### src/rtl/pwm_duty_capture_pkg.sv
`default_nettype none
// =============================================================================
// Package  : pwm_pkg
// Purpose  : Shared constants, state encoding, report record and the duty
//            saturation helper for the PWM duty capture block.
// Contents : PWM_PERIOD / PWM_TOL   nominal frame length and period tolerance
//            DUTY_W / DUTY_MAX      duty word width and saturation value
//            ST_IDLE/ST_HIGH/ST_LOW 2-bit FSM encoding
//            pwm_report_t           one measurement report (duty, err, stuck)
//            sat_duty()             clamp a high-time count into DUTY_W bits
// Revision : 1.0 - initial release
// =============================================================================
package pwm_pkg;

    localparam int PWM_PERIOD = 256;
    localparam int PWM_TOL    = 2;

    localparam int DUTY_W = 8;
    localparam logic [DUTY_W-1:0] DUTY_MAX = 8'hFF;
    localparam logic [DUTY_W-1:0] DUTY_MIN = 8'h00;

    // Width of the argument taken by sat_duty(); callers size-cast into it.
    localparam int SAT_IN_W = 16;

    localparam int STATE_W = 2;
    localparam logic [STATE_W-1:0] ST_IDLE = 2'd0;  // waiting for first rise
    localparam logic [STATE_W-1:0] ST_HIGH = 2'd1;  // inside the high phase
    localparam logic [STATE_W-1:0] ST_LOW  = 2'd2;  // inside the low phase

    typedef struct packed {
        logic [DUTY_W-1:0] duty;
        logic              period_err;
        logic              stuck;
        logic              valid;
    } pwm_report_t;

    // High time counts above the duty range saturate rather than wrap.
    function automatic logic [DUTY_W-1:0] sat_duty(input logic [SAT_IN_W-1:0] cnt);
        if (cnt > SAT_IN_W'(DUTY_MAX)) begin
            return DUTY_MAX;
        end
        return cnt[DUTY_W-1:0];
    endfunction

endpackage : pwm_pkg
`default_nettype wire

### src/rtl/pwm_duty_capture_in_cond.sv
`default_nettype none
// =============================================================================
// Module   : pwm_in_cond
// Purpose  : Input conditioning for the PWM capture path: brings the
//            asynchronous PWM line into the clk domain, optionally removes
//            single-cycle glitches, and produces rise/fall pulses.
// Ports    : clk      in   system clock, rising edge
//            arst     in   asynchronous active-high reset
//            pwm_i    in   raw asynchronous PWM line
//            pwm_s_o  out  conditioned (synchronised, optionally filtered) level
//            rise_o   out  one-cycle pulse on a 0->1 transition of pwm_s_o
//            fall_o   out  one-cycle pulse on a 1->0 transition of pwm_s_o
// Macro    : PWM_CAPTURE_FILTER_EN - when defined, a 2-sample glitch filter
//            sits behind the synchroniser (adds 2 clocks of latency).
// Revision : 1.0 - initial release
// =============================================================================
module pwm_in_cond (
    input  logic clk,
    input  logic arst,
    input  logic pwm_i,
    output logic pwm_s_o,
    output logic rise_o,
    output logic fall_o
);

    logic sync1_q;
    logic sync2_q;
    logic pwm_d_q;
    logic w_pwm_s;

    // Two-flop synchroniser; sync1_q may go metastable, nothing else reads it.
    always_ff @(posedge clk or posedge arst) begin
        if (arst) begin
            sync1_q <= 1'b0;
            sync2_q <= 1'b0;
        end else begin
            sync1_q <= pwm_i;
            sync2_q <= sync1_q;
        end
    end

`ifdef PWM_CAPTURE_FILTER_EN
    logic hist_q;
    logic filt_q;
    logic filt_d;

    // The filtered level only follows the synchronised line once the current
    // and previous samples agree, so a level held for a single clock never
    // reaches the edge detector.
    always_comb begin
        filt_d = filt_q;
        if (sync2_q == hist_q) begin
            filt_d = sync2_q;
        end
    end

    always_ff @(posedge clk or posedge arst) begin
        if (arst) begin
            hist_q <= 1'b0;
            filt_q <= 1'b0;
        end else begin
            hist_q <= sync2_q;
            filt_q <= filt_d;
        end
    end

    assign w_pwm_s = filt_q;
`else
    assign w_pwm_s = sync2_q;
`endif

    always_ff @(posedge clk or posedge arst) begin
        if (arst) begin
            pwm_d_q <= 1'b0;
        end else begin
            pwm_d_q <= w_pwm_s;
        end
    end

    assign pwm_s_o = w_pwm_s;
    assign rise_o  =  w_pwm_s & ~pwm_d_q;
    assign fall_o  = ~w_pwm_s &  pwm_d_q;

endmodule : pwm_in_cond
`default_nettype wire

### src/rtl/pwm_duty_capture.sv
`default_nettype none
// =============================================================================
// Module   : pwm_duty_capture
// Purpose  : Recovers the 8-bit duty value from a sampled PWM line. Each frame
//            (rise to rise) is timed; on frame completion the high time is
//            reported with a one-cycle valid strobe and the period checked
//            against PERIOD +/- TOL. A line with no rising edge for
//            PERIOD+TOL clocks is reported as stuck (0x00 low / 0xFF high).
// Ports    : clk         in   system clock, rising edge
//            arst        in   asynchronous active-high reset
//            pwm_in      in   asynchronous PWM line
//            duty        out  last measured duty (high clocks, sat. at 255)
//            duty_valid  out  one-cycle pulse when duty/period_err/stuck update
//            period_err  out  last frame period outside PERIOD +/- TOL
//            stuck       out  last update came from a timeout, not a frame
// Params   : PERIOD  nominal frame length in clk cycles
//            TOL     allowed period deviation before period_err
//            CW      counter width, must hold PERIOD+TOL
// Macro    : PWM_CAPTURE_FILTER_EN - enables the input glitch filter inside
//            pwm_in_cond (valid latency 5 clocks instead of 3).
// Revision : 1.0 - initial release
// =============================================================================
module pwm_duty_capture
    import pwm_pkg::*;
#(
    parameter int PERIOD = PWM_PERIOD,
    parameter int TOL    = PWM_TOL,
    parameter int CW     = 9
) (
    input  logic              clk,
    input  logic              arst,
    input  logic              pwm_in,
    output logic [DUTY_W-1:0] duty,
    output logic              duty_valid,
    output logic              period_err,
    output logic              stuck
);

    localparam logic [CW-1:0] c_PER_MAX = CW'(PERIOD + TOL);
    localparam logic [CW-1:0] c_PER_MIN = CW'(PERIOD - TOL);
    localparam logic [CW-1:0] c_ONE     = CW'(1);

    logic              w_pwm_s;
    logic              w_rise;
    logic              w_fall;
    logic              w_timeout;

    logic [STATE_W-1:0] state_q,   state_d;
    logic [CW-1:0]      hi_cnt_q,  hi_cnt_d;
    logic [CW-1:0]      per_cnt_q, per_cnt_d;
    pwm_report_t        rpt_q,     rpt_d;

    pwm_in_cond u_in_cond (
        .clk     (clk),
        .arst    (arst),
        .pwm_i   (pwm_in),
        .pwm_s_o (w_pwm_s),
        .rise_o  (w_rise),
        .fall_o  (w_fall)
    );

    // A rise in the same cycle as the timeout completes the frame instead,
    // so a frame of exactly PERIOD+TOL clocks is still measured.
    assign w_timeout = (per_cnt_q == c_PER_MAX) & ~w_rise;

    always_comb begin
        state_d      = state_q;
        hi_cnt_d     = hi_cnt_q;
        per_cnt_d    = per_cnt_q + c_ONE;
        rpt_d        = rpt_q;
        rpt_d.valid  = 1'b0;

        if (w_rise) begin
            // Only a rise seen from LOW closes a fully observed frame; from
            // IDLE the frame that starts here is merely timed.
            if (state_q == ST_LOW) begin
                rpt_d.duty       = sat_duty(SAT_IN_W'(hi_cnt_q));
                rpt_d.period_err = (per_cnt_q < c_PER_MIN) | (per_cnt_q > c_PER_MAX);
                rpt_d.stuck      = 1'b0;
                rpt_d.valid      = 1'b1;
            end
            state_d   = ST_HIGH;
            hi_cnt_d  = c_ONE;
            per_cnt_d = c_ONE;
        end else if (w_timeout) begin
            rpt_d.duty       = w_pwm_s ? DUTY_MAX : DUTY_MIN;
            rpt_d.period_err = 1'b0;
            rpt_d.stuck      = 1'b1;
            rpt_d.valid      = 1'b1;
            state_d   = ST_IDLE;
            hi_cnt_d  = '0;
            per_cnt_d = '0;
        end else begin
            case (state_q)
                ST_IDLE: begin
                    state_d = ST_IDLE;
                end
                ST_HIGH: begin
                    // The fall cycle is already low, so it is not high time.
                    if (w_fall) begin
                        state_d = ST_LOW;
                    end else begin
                        hi_cnt_d = hi_cnt_q + c_ONE;
                    end
                end
                ST_LOW: begin
                    state_d = ST_LOW;
                end
                default: begin
                    state_d  = ST_IDLE;
                    hi_cnt_d = '0;
                end
            endcase
        end
    end

    always_ff @(posedge clk or posedge arst) begin
        if (arst) begin
            state_q   <= ST_IDLE;
            hi_cnt_q  <= '0;
            per_cnt_q <= '0;
            rpt_q     <= '0;
        end else begin
            state_q   <= state_d;
            hi_cnt_q  <= hi_cnt_d;
            per_cnt_q <= per_cnt_d;
            rpt_q     <= rpt_d;
        end
    end

    assign duty       = rpt_q.duty;
    assign duty_valid = rpt_q.valid;
    assign period_err = rpt_q.period_err;
    assign stuck      = rpt_q.stuck;

endmodule : pwm_duty_capture
`default_nettype wire

### config.mk
export PLATFORM = sky130hd
export DESIGN_NAME = pwm_duty_capture
export DESIGN_NICKNAME = d
export VERILOG_FILES = /design/src/rtl/pwm_duty_capture_pkg.sv /design/src/rtl/pwm_duty_capture_in_cond.sv /design/src/rtl/pwm_duty_capture.sv
export SDC_FILE = /design/constraint.sdc
export NUM_CORES = 1
export LEC_CHECK = 0
export ABC_AREA = 1
export BUFFER_PORTS_ARGS = -buffer_cell sky130_fd_sc_hd__clkbuf_2
export CAP_MARGIN = 20
export CELL_PAD_IN_SITES_DETAIL_PLACEMENT = 0
export CELL_PAD_IN_SITES_GLOBAL_PLACEMENT = 1
export CORE_MARGIN = 1.5
export CORE_UTILIZATION = 48
export DETAILED_ROUTE_END_ITERATION = 6
export PLACE_DENSITY_LB_ADDON = 0.1
export SETUP_SLACK_MARGIN = 0.15
export SLEW_MARGIN = 25
export SYNTH_ARGS = -nofsm -noshare
export SYNTH_HDL_FRONTEND = slang
export SYNTH_SLANG_ARGS = --single-unit
### constraint.sdc
create_clock -name clk -period 3 [get_ports clk]
set_input_delay 0.3 -clock clk [delete_from_list [all_inputs] [get_ports clk]]
set_output_delay 0.3 -clock clk [all_outputs]
set_load 0.05 [all_outputs]
==> out/metrics.yaml, run 1 <==
clock_network:
  clk_pin_slew_ns: 0.07
  clockBufferDepth: 2
  post_cts_resized: 0
  insertion_delay_ns: 0.29
  tritoncts: "built"
  post-cts-setup-buffers: 0
  root_buffer: "clkbuf_8"
  holdBufCountCts: 0
  cts_sinks: 34
  cts_made_buffers: 5
  htreeDepth: 2
power:
  internal-power_mw: 0.817
  leakage_nw: 1.18
  swShare_pct: 37.0
  clkPwrFrac_pct: 27.1
  powerDensity_nw_per_um2: 595
  comb_power_share_pct: 28.9
  irDropWorstVdd_mv: 0.299
  p_total_mw: 1.30
  netSwitchingPower_mw: 0.479
  pwr-share-seq_pct: 44.0
placed_design:
  dpl.hpwl_um: 2990
  routabilityCongestion: 0.778
  io_buffers: 13
synth:
  synthTopCellsByArea: "dfrtp_1 (43%), nand2_1 (15%), nand3_1 (7.6%), ha_1 (5.0%), inv_1 (4.5%)"
  synth_nets: 265
  synthDistinctLibCells: 31
  yosys_most_used_dff: "dfrtp_1"
  syn_inst: 254
  syn_area_um2: 1980
  ys_seq_area_share_pct: 42.9
  async_flop_share_pct: 100
  yosysTopAreaCellShare_pct: 42.9
  synth_edf_count: 0
  synth_seq_cells: 34
  synth_common_cells: "nand2_1 (77), dfrtp_1 (34), nand3_1 (30), inv_1 (24), nor2_1 (22)"
  synth_area_per_cell_um2: 7.81
  yosysWarningCount: 0
  synth.most_common_cell: "nand2_1"
  synth_top_area_cell: "dfrtp_1"
floorplan:
  io_pins: 14
  core_area_um2: 4000
  design.die.area_um2: 4530
  die_height_um: 67.3
  start_util_pct: 49.6
  fp.dieW_um: 67.3
  num_rows: 23
global_route:
  use_met3_pct: 4.33
  global_route.overflow_total: 0
  grt_usage_pct: 20.4
  grt_busiest_layer: "met2"
  grtUsageMet2_pct: 32.3
  use_met1_pct: 27.4
  antenna_found_initial: 0
  grt_pass1_wl_um: 6870
  grt_pass1_vias: 1520
  grt_max_degree: 24
sta:
  rsz0062_at_grt: "no"
  hold_violations: 0
  tns_ns: 0
  min_period_ns: 1.89
  maxSlewViolCount: 0
  finalClockSkew_ns: 0.00971
  tightest_slew_ns: 0.853
  fin_crit_sh_pct: 62.9
  timing.fmax_ghz: 0.530
  slew_headroom_pct: 43.0
  setup_viol: 0
layout:
  nets: 282
  drive_above_1_share_pct: 16.2
  antenna_cells: 0
  area_growth_pct: 9.84
route:
  dr.pass1.iters: 4
  post_drt_wl_per_cell_um: 12.2
  ant_nets: 0
  drtIter0Drc: 68
  vias: 1597
  vias_per_cell: 4.96
  drc: 0
  wirelength_um: 3940
run_status:
  status: "completed"
setup_path:
  crit_fanout: 5
  cp.required_ns: 3.22
  crit_type: "register to register"
  startpoint_type: "register"
  arrival_ns: 2.10
  endpoint_kind: "register"
min_path:
  holdCritPathClass: "input port to register"
run:
  drv_cap: 0
## power groups by stage
stage                     registers, mW  clock network [mW]  logic (mW)
final                             0.571               0.351       0.375
after global routing              0.583               0.376       0.428
after CTS                         0.571               0.358       0.380
after detailed placement          0.580                   0       0.377
after global placement            0.581                   0       0.374
after floorplan                   0.630                   0       0.245
## flip-flops by register name, summed over array words and instances, names as in the netlist
name,flops
u_in_cond.pwm_s_o,1
duty_valid,1
u_in_cond.pwm_d_q,1
state_q,2
stuck,1
period_err,1
u_in_cond.sync1_q,1
duty,8
hi_cnt_q,9
per_cnt_q,9
## metal layers
layer  wire (um)  up-vias
li1            -      825
met2        1760       26
met3         137        8
met5           0        -
met1        1970      738
met4          68        0
## metrics by stage
stage / cells / util, % / setup WS, ns / area, um2 / hold slack [ns]
6_report: 322 / 54.5 / 1.11 / 2180 / 0.120
5_1_grt: 322 / 54.5 / 0.878 / 2180 / 0.110
4_1_cts: 322 / 54.5 / 1.09 / 2180 / 0.118
3_5_place_dp: 314 / 52.2 / 1.12 / 2090 / 0.342
3_3_place_gp: 314 / 52.2 / 1.09 / 2090 / 0.338
2_1_floorplan: 254 / - / 1.40 / 1980 / 0.331
## worst max-delay path, cell delays in order, from the launching register on
cell	delay (ns)
dfrtp_1	0.44
ha_1	0.22
nand2_1	0.08
nor2_1	0.18
nand2_1	0.09
nor2_1	0.10
ha_1	0.24
nor2_1	0.11
nand3_1	0.10
nand3b_1	0.18
nand2_1	0.07
## logic make-up (layout without fill, tap and decap cells)
kind of cell / count (synthesis) / after routing / synth area share (%)
compound gates: 10 / 10 / 3.03
xor+xnor: 5 / 5 / 2.21
fa+ha+maj: 8 / 8 / 5.04
buf+inv: 43 / 61 / 8.95
flops: 34 / 34 / 42.9
simple gates: 154 / 154 / 37.9
## final timing paths
check	startpoint	to	slack (ns)	depth (start not counted)
worst min register to register	u_in_cond.sync1_q	u_in_cond.pwm_s_o	0.35	0
min in group asynchronous	arst	duty_valid	0.16	2
worst max register to register	hi_cnt_q[1]	hi_cnt_q[8]	1.11	10
max in group asynchronous	arst	state_q[0]	2.14	3
worst max-delay path	hi_cnt_q[1]	hi_cnt_q[8]	1.11	10
worst min-delay path	pwm_in	u_in_cond.sync1_q	0.12	1
## cell type report
type / count / area [um2]
sequential: 34 / 851
clock inverter: 1 / 5.00
timing repair buffer: 14 / 72.6
clock buffer: 7 / 86.3
inverter: 39 / 146
multi-input combinational: 177 / 956
fill: 401 / 1820
tap: 50 / 62.6
## cell usage in the layout, fill, tap and decap left out
cell type  instances
a21o_1             1
a31oi_1            1
buf_4              1
clkbuf_1           1
clkbuf_2          13
clkbuf_8           6
clkinv_1           6
clkinv_2           1
dfrtp_1           34
ha_1               8
inv_1             24
inv_2              9
nand2_1           77
nand2_2            2
nand2_4            1
nand3_1           30
nand3_2            3
nand3_4            3
nand3b_1           3
nand4_1            1
nor2_1            22
nor2_2             1
nor2_4             3
nor3_1             3
nor3b_1            2
nor3b_2            1
o2111ai_1          1
o21ai_0            3
o21ai_1            3
o21bai_1           1
or2_0              1
or2_1              1
xor2_1             5
No activity file was read; power rests on OpenSTA's default activity.
==> inputs of run 2 (changes only) <==
Settings changed: CORE_UTILIZATION 48 to 40.
Clock period 3 ns to 1.53 ns, I/O delays scaled along.
==> out/metrics.yaml, run 2 (synthesized netlist as in run 1, its figures left out) <==
setup_path:
  cp.required_ns: 1.75  # was 3.22 ns
  cpPeakStageDelay_ns: 0.36  # was 0.44 ns
  cp.buffers_inverters: 0  # unchanged
  arrival_ns: 1.82  # was 2.10 ns
  crit_type: "register to register"  # unchanged
  crit_chain: "ha_2, nand2_2, nor2_2, nand2_1, nor2_1, ha_2, nor2_1, nand3_1, nand3b_1, nand2_1"  # was ha_1, nand2_1, nor2_1, nand2_1, nor2_1, ha_1, nor2_1, nand3_1, nand3b_1, nand2_1
  startpoint_type: "register"  # unchanged
  endpoint_kind: "register"  # unchanged
  cpLargestDelayFamily: "simple AND/OR/NAND/NOR gates"  # unchanged
  cpMaxStageDelayCell: "dfrtp_1"  # unchanged
  crit_fanout: 2  # was 5
power:
  powerDensity_nw_per_um2: 1090  # was 595 nW/um2
  irDropWorstVdd_mv: 0.562  # was 0.299 mV
  p_total_mw: 2.93  # was 1.30 mW
  leakage_nw: 1.38  # was 1.18 nW
layout:
  regArea_um2: 851  # unchanged
  antenna_cells: 0  # unchanged
  drive_above_1_share_pct: 39.7  # was 16.2%
  multi_input_area_um2: 1130  # was 956 um2
  most-common-layout-cells: "nand2_1 (57), dfrtp_1 (34), nand3_1 (27), buf_4 (27), nand2_2 (21)"  # was nand2_1 (77), dfrtp_1 (34), nand3_1 (30)
  nets: 320  # was 282
  fill_cells: 477  # was 401
  area_growth_pct: 35.0  # was 9.84%
  final_common_cell: "nand2_1"  # unchanged
floorplan:
  start_util_pct: 41.7  # was 49.6%
  design.die.area_um2: 5390  # was 4530 um2
  fp.dieW_um: 73.4  # was 67.3 um
  core_area_um2: 4750  # was 4000 um2
  num_rows: 25  # was 23
  io_pins: 14  # unchanged
  die_height_um: 73.4  # was 67.3 um
global_route:
  grt_pass1_vias: 1740  # was 1,520
  grt_max_degree: 35  # was 24
  grt_usage_pct: 19.4  # was 20.4%
  grt_pass1_wl_um: 7960  # was 6870 um
  global_route.overflow_total: 0  # unchanged
  antenna_found_initial: 0  # unchanged
placed_design:
  io_buffers: 13  # unchanged
  dpl.hpwl_um: 3080  # was 2990 um
  routabilityCongestion: 0.833  # was 0.778
clock_network:
  insertion_delay_ns: 0.28  # was 0.29 ns
  tritoncts: "built"  # unchanged
  htreeDepth: 2  # unchanged
  cts_made_buffers: 5  # unchanged
  clk_pin_slew_ns: 0.07  # about the same
  cts_sinks: 34  # unchanged
  clockBufferDepth: 2  # unchanged
  root_buffer: "clkbuf_8"  # unchanged
route:
  post_drt_wl_per_cell_um: 12.6  # was 12.2 um
  vias: 1738  # was 1,597
  vias_per_cell: 4.61  # was 4.96
  drtIter0Drc: 44  # was 68
  wirelength_um: 4740  # was 3940 um
  ant_nets: 0  # unchanged
  dr.pass1.iters: 4  # unchanged
  drc: 0  # unchanged
sta:
  slew_headroom_pct: 70.4  # was 43.0%
  tightest_slew_ns: 0.444  # was 0.853 ns
  rsz0062_at_grt: "yes"  # was no
  min_period_ns: 1.60  # was 1.89 ns
  setup_viol: 2  # was 0
  fin_crit_sh_pct: 105  # was 62.9%
  timing.fmax_ghz: 0.625  # was 0.530 GHz
  tns_ns: -0.0773  # was 0 ns
  maxSlewViolCount: 0  # unchanged
  finalClockSkew_ns: 0.00857  # was 0.00971 ns
  finalWorstSetupSlack_ns: -0.0706  # was 1.11 ns
  hold_violations: 0  # unchanged
min_path:
  holdCritPathClass: "register to register"  # was input port to register
run_status:
  failed_checks: "negative setup slack"
  status: "finished with violations"  # was completed
run:
  drv_cap: 0  # unchanged
-- run 2: changes by cell type in the layout (fill, tap and decap cells not counted), moves of 6 or more --
| cell | delta |
|---|---|
| buf_4 | +26 |
| buf_6 | +8 |
| ha_1 | -7 |
| ha_2 | +6 |
| nand2_1 | -20 |
| nand2_2 | +19 |
-- run 2: timing repair --
action / in CTS / in global routing
setup buffers: 11 / 10
pin swaps: 7 / 30
hold buffers: 2 / 0
endpoints found under the hold margin: 35 / 0
endpoints found under the setup margin: 17 / 23
gates resized for setup: 11 / 47
cloned: 2 / 0
-- run 2: final cells by class --
class,count,share of cell area [%]
multi-input combinational,179,42.0
sequential,34,31.8
timing repair buffer,50,14.1
inverter,39,5.56
clock buffer,7,3.22
tap,67,3.13
clock inverter,1,0.187
-- run 2: where the power goes --
part / switching [mW] / leakage, nW / internal (mW)
Combinational: 0.688 / 0.875 / 0.446
Sequential: 0.0846 / 0.454 / 1.02
Clock: 0.329 / 0.0482 / 0.363
Total: 1.10 / 1.38 / 1.82
-- run 2: final timing paths --
check                                  startpoint           endpoint  slack (ns)  depth (start not counted)
worst max-delay path                  hi_cnt_q[1]        hi_cnt_q[8]       -0.07                         10
worst min-delay path            u_in_cond.sync1_q  u_in_cond.pwm_s_o        0.35                          0
worst max register to register        hi_cnt_q[1]        hi_cnt_q[8]       -0.07                         10
worst min register to register  u_in_cond.sync1_q  u_in_cond.pwm_s_o        0.35                          0
max in group asynchronous                    arst        hi_cnt_q[0]        0.72                          4
min in group asynchronous                    arst       per_cnt_q[0]        0.49                          4
-- run 2: worst register-to-register path, stage by stage, from the launching register on --
cell,delay (ns)
dfrtp_1,0.36
ha_2,0.19
nand2_2,0.06
nor2_2,0.10
nand2_1,0.07
nor2_1,0.11
ha_2,0.27
nor2_1,0.09
nand3_1,0.07
nand3b_1,0.15
nand2_1,0.06
-- run 2: metrics by stage --
step	hold slack, ns	cell area (um2)	setup slack, ns	util, %	cells
2_1_floorplan	0.184	1990	-0.0361	-	254
3_3_place_gp	0.259	2210	-0.00430	46.5	344
3_5_place_dp	0.259	2210	-0.0265	46.5	344
4_1_cts	0.358	2470	-0.0259	52.0	367
5_1_grt	0.360	2680	-0.159	56.3	377
6_report	0.354	2680	-0.0706	56.3	377
-- run 2: routing by layer --
layer  track usage (%)  part of all wire (%)  wire length (um)  up-vias
met3              3.43                   2.7               129        8
met2              33.3                    49              2340       28
met5                 0                     0                 0        -
met1              24.8                    47              2210      797
li1                  -                     -                 -      905
met4              6.17                   1.2                59        0
